[config.mk]
export PLATFORM = sky130hd
export DESIGN_NAME = acsi_xfer_sequencer
export DESIGN_NICKNAME = d
export VERILOG_FILES = /design/src/rtl/acsi_pkg.sv /design/src/rtl/acsi_byte_counter.sv /design/src/rtl/acsi_xfer_sequencer.sv
export SDC_FILE = /design/constraint.sdc
export NUM_CORES = 1
export LEC_CHECK = 0
export BUFFER_PORTS_ARGS = -buffer_cell sky130_fd_sc_hd__buf_2
export CORE_MARGIN = 2
export CORE_UTILIZATION = 46
export CTS_CLUSTER_SIZE = 10
export DETAILED_ROUTE_END_ITERATION = 10
export PLACE_DENSITY = 0.72
export SLEW_MARGIN = 20
export SYNTH_ARGS = -nofsm -noshare
export SYNTH_HDL_FRONTEND = slang
export SYNTH_SLANG_ARGS = --single-unit
[constraint.sdc]
create_clock -name clock -period 2.1 [get_ports clock]
set_input_delay 0.63 -clock clock [delete_from_list [all_inputs] [get_ports clock]]
set_output_delay 0.63 -clock clock [all_outputs]
set_load 0.005 [all_outputs]
[src/rtl/acsi_pkg.sv]
// acsi_pkg
// Shared definitions for the ACSI transfer sequencer: FSM state encoding,
// configuration-write target codes, control-byte bit positions and the
// SCSI-style status byte values returned in the status phase.
package acsi_pkg;

    typedef enum logic [1:0] {
        ST_IDLE    = 2'd0,
        ST_DATA    = 2'd1,
        ST_STATUS  = 2'd2,
        ST_RELEASE = 2'd3
    } state_t;

    // cfg_sel write targets
    localparam logic [1:0] SEL_CNT_LO = 2'd0;
    localparam logic [1:0] SEL_CNT_HI = 2'd1;
    localparam logic [1:0] SEL_CTRL   = 2'd2;
    localparam logic [1:0] SEL_STATUS = 2'd3;

    // control byte bit indices
    localparam int CTL_DIR     = 0;
    localparam int CTL_START   = 1;
    localparam int CTL_ABORT   = 2;
    localparam int CTL_IRQ_CLR = 3;

    // status byte values
    localparam logic [7:0] STATUS_GOOD  = 8'h00;
    localparam logic [7:0] STATUS_CHECK = 8'h02;

endpackage

[src/rtl/acsi_byte_counter.sv]
// acsi_byte_counter
// Byte-in-block counter plus remaining-block down-counter.
// Ports:
//   clock, reset   rising-edge clock, synchronous active-high reset
//   load_lo/hi     load low/high byte of the block count from load_data
//   load_data      byte to load
//   count_en       one data byte completed
//   clear          zero the byte-in-block counter (abort / new sequence)
//   blocks_left    remaining whole blocks
//   last_byte      the next counted byte completes the final block
module acsi_byte_counter
    import acsi_pkg::*;
#(
    parameter int BLOCK_BYTES = 512
) (
    input  logic        clock,
    input  logic        reset,
    input  logic        load_lo,
    input  logic        load_hi,
    input  logic [7:0]  load_data,
    input  logic        count_en,
    input  logic        clear,
    output logic [15:0] blocks_left,
    output logic        last_byte
);

    localparam int CNT_W = (BLOCK_BYTES > 1) ? $clog2(BLOCK_BYTES) : 1;
    localparam logic [CNT_W-1:0] CNT_MAX = CNT_W'(BLOCK_BYTES - 1);

    logic [CNT_W-1:0] byte_cnt;
    logic             wrap;

    assign wrap      = count_en && (byte_cnt == CNT_MAX);
    assign last_byte = (byte_cnt == CNT_MAX) && (blocks_left == 16'd1);

    always_ff @(posedge clock) begin
        if (reset) begin
            byte_cnt    <= '0;
            blocks_left <= '0;
        end else begin
            // A strobe coinciding with clear still retires its block below,
            // but the byte position restarts from zero.
            if (clear)
                byte_cnt <= '0;
            else if (count_en)
                byte_cnt <= wrap ? '0 : byte_cnt + 1'b1;

            if (load_lo)
                blocks_left[7:0] <= load_data;
            if (load_hi)
                blocks_left[15:8] <= load_data;
            if (wrap && (blocks_left != 16'd0))
                blocks_left <= blocks_left - 16'd1;
        end
    end

endmodule

[src/rtl/acsi_xfer_sequencer.sv]
// acsi_xfer_sequencer
// Walks the ACSI bridge through data phase, status phase and deselect so
// the AVR only programs count/direction/status and issues a start.
// Optional feature macro: ACSI_XFER_TIMEOUT_EN (data-phase idle watchdog).
// Ports:
//   clock, reset        rising-edge clock, synchronous active-high reset
//   cfg_we/sel/data     AVR configuration write (count lo/hi, control, status)
//   xfer_strobe         one data byte completed on ACSI
//   status_strobe       Atari read the status byte
//   data_mode           1 = bridge data mode, 0 = command mode
//   xfer_dir            latched direction (1 = device to Atari)
//   status_valid        status byte presented
//   status_byte         status returned to the Atari
//   deselect            one-cycle forced-unselect pulse
//   busy                sequence in progress
//   done_irq, err       sticky completion / error flags
//   blocks_left         remaining block count
module acsi_xfer_sequencer
    import acsi_pkg::*;
#(
    parameter int BLOCK_BYTES    = 512,
    parameter int TIMEOUT_CYCLES = 16777215
) (
    input  logic        clock,
    input  logic        reset,
    input  logic        cfg_we,
    input  logic [1:0]  cfg_sel,
    input  logic [7:0]  cfg_data,
    input  logic        xfer_strobe,
    input  logic        status_strobe,
    output logic        data_mode,
    output logic        xfer_dir,
    output logic        status_valid,
    output logic [7:0]  status_byte,
    output logic        deselect,
    output logic        busy,
    output logic        done_irq,
    output logic        err,
    output logic [15:0] blocks_left
);

    state_t state, state_nxt;

    logic ctl_wr, is_idle, start_idle, start_busy;
    logic abort_wr, abort_fire, timeout_fire, count_en, last_byte;

    assign is_idle    = (state == ST_IDLE);
    assign ctl_wr     = cfg_we && (cfg_sel == SEL_CTRL);
    assign start_idle = ctl_wr && cfg_data[CTL_START] && is_idle;
    assign start_busy = ctl_wr && cfg_data[CTL_START] && !is_idle;
    assign abort_wr   = ctl_wr && cfg_data[CTL_ABORT] &&
                        ((state == ST_DATA) || (state == ST_STATUS));
    assign abort_fire = abort_wr || timeout_fire;
    assign count_en   = xfer_strobe && (state == ST_DATA);

    acsi_byte_counter #(
        .BLOCK_BYTES (BLOCK_BYTES)
    ) u_byte_counter (
        .clock       (clock),
        .reset       (reset),
        .load_lo     (cfg_we && (cfg_sel == SEL_CNT_LO) && is_idle),
        .load_hi     (cfg_we && (cfg_sel == SEL_CNT_HI) && is_idle),
        .load_data   (cfg_data),
        .count_en    (count_en),
        .clear       (abort_fire || start_idle),
        .blocks_left (blocks_left),
        .last_byte   (last_byte)
    );

`ifdef ACSI_XFER_TIMEOUT_EN
    localparam int WD_W = $clog2(TIMEOUT_CYCLES + 1);
    localparam logic [WD_W-1:0] WD_LAST = WD_W'(TIMEOUT_CYCLES - 1);

    logic [WD_W-1:0] wd_cnt;

    assign timeout_fire = (state == ST_DATA) && !xfer_strobe && (wd_cnt == WD_LAST);

    always_ff @(posedge clock) begin
        if (reset)
            wd_cnt <= '0;
        else if (start_idle || xfer_strobe)
            wd_cnt <= '0;
        else if (state == ST_DATA)
            wd_cnt <= wd_cnt + 1'b1;
    end
`else
    logic unused_timeout;
    assign unused_timeout = (TIMEOUT_CYCLES == 0);
    assign timeout_fire   = 1'b0;
`endif

    // state register
    always_ff @(posedge clock) begin
        if (reset)
            state <= ST_IDLE;
        else
            state <= state_nxt;
    end

    // next-state logic
    always_comb begin
        state_nxt = state;
        case (state)
            ST_IDLE:
                if (start_idle)
                    state_nxt = (blocks_left == 16'd0) ? ST_STATUS : ST_DATA;
            ST_DATA:
                if (abort_fire || (count_en && last_byte))
                    state_nxt = ST_STATUS;
            ST_STATUS:
                if (!abort_wr && status_strobe)
                    state_nxt = ST_RELEASE;
            ST_RELEASE:
                state_nxt = ST_IDLE;
            default:
                state_nxt = ST_IDLE;
        endcase
    end

    // output decode from the state register only
    always_comb begin
        data_mode    = (state == ST_DATA);
        status_valid = (state == ST_STATUS);
        deselect     = (state == ST_RELEASE);
        busy         = (state != ST_IDLE);
    end

    // sticky flags, direction and status byte
    always_ff @(posedge clock) begin
        if (reset) begin
            xfer_dir    <= 1'b0;
            status_byte <= STATUS_GOOD;
            done_irq    <= 1'b0;
            err         <= 1'b0;
        end else begin
            // clear first so a set in the same cycle survives
            if (ctl_wr && cfg_data[CTL_IRQ_CLR]) begin
                done_irq <= 1'b0;
                err      <= 1'b0;
            end
            if (start_busy || timeout_fire)
                err <= 1'b1;
            if ((state == ST_STATUS) && status_strobe && !abort_wr)
                done_irq <= 1'b1;
            if (start_idle)
                xfer_dir <= cfg_data[CTL_DIR];
            if (cfg_we && (cfg_sel == SEL_STATUS) && is_idle)
                status_byte <= cfg_data;
            if (abort_fire)
                status_byte <= STATUS_CHECK;
        end
    end

endmodule

* Word-level counts from Yosys, hierarchy flattened *
Cells that the tools add are included.

operators by class
  reduce and logical (&&, ||, !) cells = 39
  mux-type cells = 14
  eq/ne operators = 11
  add/subtract/negate cells = 2

operators with widths
  operator                                                number
  logical AND 1 bit                                       21
  == test 16 x 1 -> 1 bit (second input constant)         1
  zero test 16 bit                                        1
  two-way mux 16 bit                                      1
  two-way mux 8 bit                                       2
  nonzero test 16 bit                                     1
  subtractor 16 x 1 -> 16 bit (second input constant)     1
  two-way mux 2 bit                                       6
  nonzero test 2 bit                                      6
  adder 9 x 1 -> 9 bit (second input constant)            1
  == test 9 bit (second input constant)                   1
  two-way mux 9 bit                                       1
  == test 2 bit (second input constant)                   4
  case mux 2 bit (4 select lines)                         1
  inequality test 2 x 1 -> 1 bit (second input constant)  3
  == test 2 x 1 -> 1 bit (second input constant)          2
  zero test 2 bit                                         2
  OR reduction 2 bit                                      2
  logical OR 1 bit                                        3
  two-way mux 1 bit                                       3
  AND reduction 3 bit                                     1
  zero test 1 bit                                         2

storage, ports and cells
  input port bits = 15
  word-level logic and storage cells = 75
  flip-flop bits (word level) = 38
  output and inout bits = 31

* Logic depth before layout (Yosys ltp) *
  word-level depth = 8
  gate-level depth with buffers = 10
  depth with buffers taken out = 9

* By module *
Synthesis repeated with hierarchy kept, for this count alone.

unflattened totals
  cell total of the unflattened synthesis = 270
  area, all modules = 2209.6 µm²

modules (own cells, without submodules)
  module               sequential area each (µm²)  instances  cells an instance  area each (µm²)
  acsi_byte_counter    500.5                       1          183                1515.2
  acsi_xfer_sequencer  260.2                       1          87                 694.4

* Least setup slack after synthesis *
Ideal clock, no wire load.

  path type = reg2reg
  from = register u_byte_counter.blocks_left[1]
  to = register u_byte_counter.blocks_left[14]
  library setup time = 103 ps
  period minus slack after synthesis = 2153 ps
  path buffers = 0
  arrival = 2050 ps
  data required time = 1997 ps
  stages on the path, launching flop included = 8
  slack = -53 ps
  cell sequence = dfxtp_1 > inv_1 > ha_1 > or3b_4 > or4_4 > nor3_4 > nor3_1 > a2111oi_2

between the ends
  word-level cells in the longest chain between the ends = 3
  elaborated cells between the ends (all ways) = 5
  those cells by class = 1 x add/sub; 1 x mux; 3 x reduce/logical

ends and longest elaborated chain
  element                                                                              line                     RTL
  start, declared                                                                      acsi_byte_counter.sv:23  output logic [15:0] blocks_left,
  start signal, assigned                                                               acsi_byte_counter.sv:49  blocks_left[7:0] <= load_data;
  start signal, assigned                                                               acsi_byte_counter.sv:53  blocks_left <= blocks_left - 16'd1;
  parallel branches: the longest is 3 deep, another holds subtractor 16 x 1 -> 16 bit  -

Parallel ways; which one is timed is not known.
A chain may end at the register's enable or synchronous reset.

* Final worst setup path *
  from = register u_byte_counter.blocks_left[4]
  to = register u_byte_counter.blocks_left[14]

The elaborated chain is that of the path after synthesis.

==> impl_metrics.toml <==
[critical_path]
start_kind = "flip-flop"
crit_required_ns = 2.29
crit_fanout = 4
worstSetupEndpointType = "flip-flop"
critical_path_class = "flip-flop to flip-flop"
cp.arrival_ns = 2.26

[clock_network]
clk_latency_ns = 0.29
cts-root-buf = "clkbuf_8"
cts_tree = "yes"
clkTransAtPathRegs_ns = 0.08
htreeDepth = 2
cts_buffer_depth = 2
cts.sinks = 38
cts_buffers = 5

[power]
p_switching_uw = 854
p_leak_uw = 0.00121
p_per_area_nw_per_um2 = 843
p_total_uw = 2340
p_int_uw = 1490
seqPwrFrac = 0.356
combPwrFrac = 0.435
sw_frac_of_total = 0.365
clkPwrFrac = 0.209
ir_worst_vdd_mv = 0.475

[synthesis]
seq_area_frac_synth = 0.362
synth_top_area_frac = 0.362
synth_async_sr_flop_share = 0
syn_nets = 284
synth_top_area_cell = "dfxtp_1"
synthesis.area_um2 = 2100
yosysMostFrequentCell = "dfxtp_1"
synth_edf_count = 0
ys.flop_type = "dfxtp_1"
avgSynthCellArea_um2 = 8.06
synth_cell_type_count = 53
yosysWarnings = 0
synth_commonest_cells = "38 x dfxtp_1, 35 x nand2_1, 34 x nor2_1"
ys_seq_elements = 38
netlist_instances = 261
synth_area_leaders = "dfxtp_1 36%, nand2_1 6.2%, nor2_1 6.1%"

[global_route]
grt_pass1_wl_um = 9580
grt_max_degree = 25
grt_pass1_vias = 2052
overflow = 0
grt_use_total = 0.236
antenna_found_initial = 0

[die]
die_h_um = 71.6
coreArea_um2 = 4380
fp.dieW_um = 71.6
pin_count = 46
fp.dieArea_um2 = 5130
fp-row-count = 24
start_util = 0.480

[layout]
final_cells = 395
fin_nets = 366
seq_area_um2 = 769
final_area_um2 = 2780
drive_gt1_frac = 0.344
area_delta_synth_final_pct = 32.1
final_util = 0.634
multi_input_area_um2 = 1280
fillers = 376
diodes = 0

[sta]
slew_headroom = 0.658
min_period_over_period = 0.985
holdWs_ns = 0.456
rsz0062_at_grt = "true"
fin_crit_ns = 2.07
tightest_slew_ns = 0.511
fin_skew_ns = 0.00661
setup_viol = 0
drv_slew = 0
hold_violations = 0
fmax_mhz = 484

[routing]
wl_met2_um = 2700
highest_layer = "met4"
drt-initial-drc-count = 207
avgRoutedWirePerCell_um = 15.0
antenna_left = 0
vias = 2330
met3_length_um = 461
drc = 0
firstDrtPassIters = 5
wirelength_um = 5920
met1_length_um = 2670
viasPerCell = 5.90

[placed_design]
postPlaceCellArea_um2 = 2620
dp.cells = 383
gp_congestion = 0.930
hpwl_um = 4410
io_buffers = 45

[worst_hold_path]
hold_class = "flip-flop to flip-flop"

[status]
status = "completed"

[flow_run]
drv_cap = 0
## flip-flops by register name, summed over array words and instances, names as in the netlist
signal	count
done_irq	1
xfer_dir	1
state	2
u_byte_counter.byte_cnt	9
u_byte_counter.blocks_left	16
err	1
status_byte	8
## critical path, stage by stage, from the launching register on
cell and delay, ns:
dfxtp_4 0.34, or4_4 0.58, or4_4 0.55, nor3_4 0.22, nor3_2 0.08, a2111oi_2 0.21
## final timing paths
check                                     start                              to  slack [ns]  depth (start not counted)
hold / removal                   status_byte[4]                  status_byte[4]        0.46                          2
hold reg to reg                  status_byte[4]                  status_byte[4]        0.46                          2
setup / recovery  u_byte_counter.blocks_left[4]  u_byte_counter.blocks_left[14]        0.03                          5
setup reg to reg  u_byte_counter.blocks_left[4]  u_byte_counter.blocks_left[14]        0.03                          5
## layout by cell type (no fill, tap or decap), types with 3 or more instances in the layout
cell type / synthesis / routed
a211oi_1: 7 / 7
a21oi_1: 21 / 21
a31oi_1: 7 / 7
and2_1: 3 / 3
and3_1: 4 / 4
buf_2: 1 / 45
buf_4: 1 / 41
clkbuf_8: 3 / 5
dfxtp_1: 38 / 35
ha_1: 8 / 6
inv_1: 7 / 5
nand2_1: 35 / 35
nand3_1: 13 / 13
nand4_1: 5 / 5
nor2_1: 34 / 34
nor3_1: 5 / 4
nor4_1: 9 / 6
nor4_2: 0 / 3
o21ai_0: 8 / 7
xnor2_1: 3 / 3
xor2_1: 4 / 4
## power by group through the flow
stage               Combinational (µW)  Sequential (µW)  Clock [µW]
floorplan                          513              854           0
global placement                   894              847           0
detailed placement                 905              849           0
CTS                                916              833         499
global route                      1110              843         521
finish                            1020              834         489
## layout make-up
type | instances | share of cell area
Inverter | 7 | 0.0104
Tap cell | 52 | 0.0234
Clock inverter | 1 | 0.00225
Sequential cell | 38 | 0.277
Clock buffer | 6 | 0.0261
Multi-Input combinational cell | 204 | 0.462
Timing Repair Buffer | 87 | 0.199
## repair_timing
action                                  in CTS  in global routing
pin swaps                                    1                  1
endpoints found under the setup margin       3                  8
resized for setup                            2                  8
hold buffers                                 0                  0
buffers inserted                             0                  5
## layer usage
metal  global-route usage  up-vias
li1                     -     1118
met1                0.334     1088
met2                0.358      114
met3               0.0534       10
met4               0.0776        0
met5                    0        -
## cell families (layout without fill, tap and decap cells)
| family | Yosys count | count (layout) | share of synthesized area |
|---|---|---|---|
| AOI/OAI and AO/OA | 63 | 63 | 0.200 |
| xor gates and xnor gates | 7 | 7 | 0.0291 |
| adders and majority gates | 8 | 8 | 0.0476 |
| buffers and inverters | 19 | 101 | 0.0535 |
| DFF | 38 | 38 | 0.362 |
| muxes | 2 | 2 | 0.0101 |
| and+or+nand+nor | 124 | 124 | 0.298 |
## stage by stage
stage               setup slack [ns]  TNS [ns]
global placement              0.0644         0
detailed placement            0.0185         0
finish                        0.0318         0
global route                 -0.0680    -0.259
floorplan                     0.0125         0
CTS                           0.0162         0
Power figures use the tool's default switching activity.
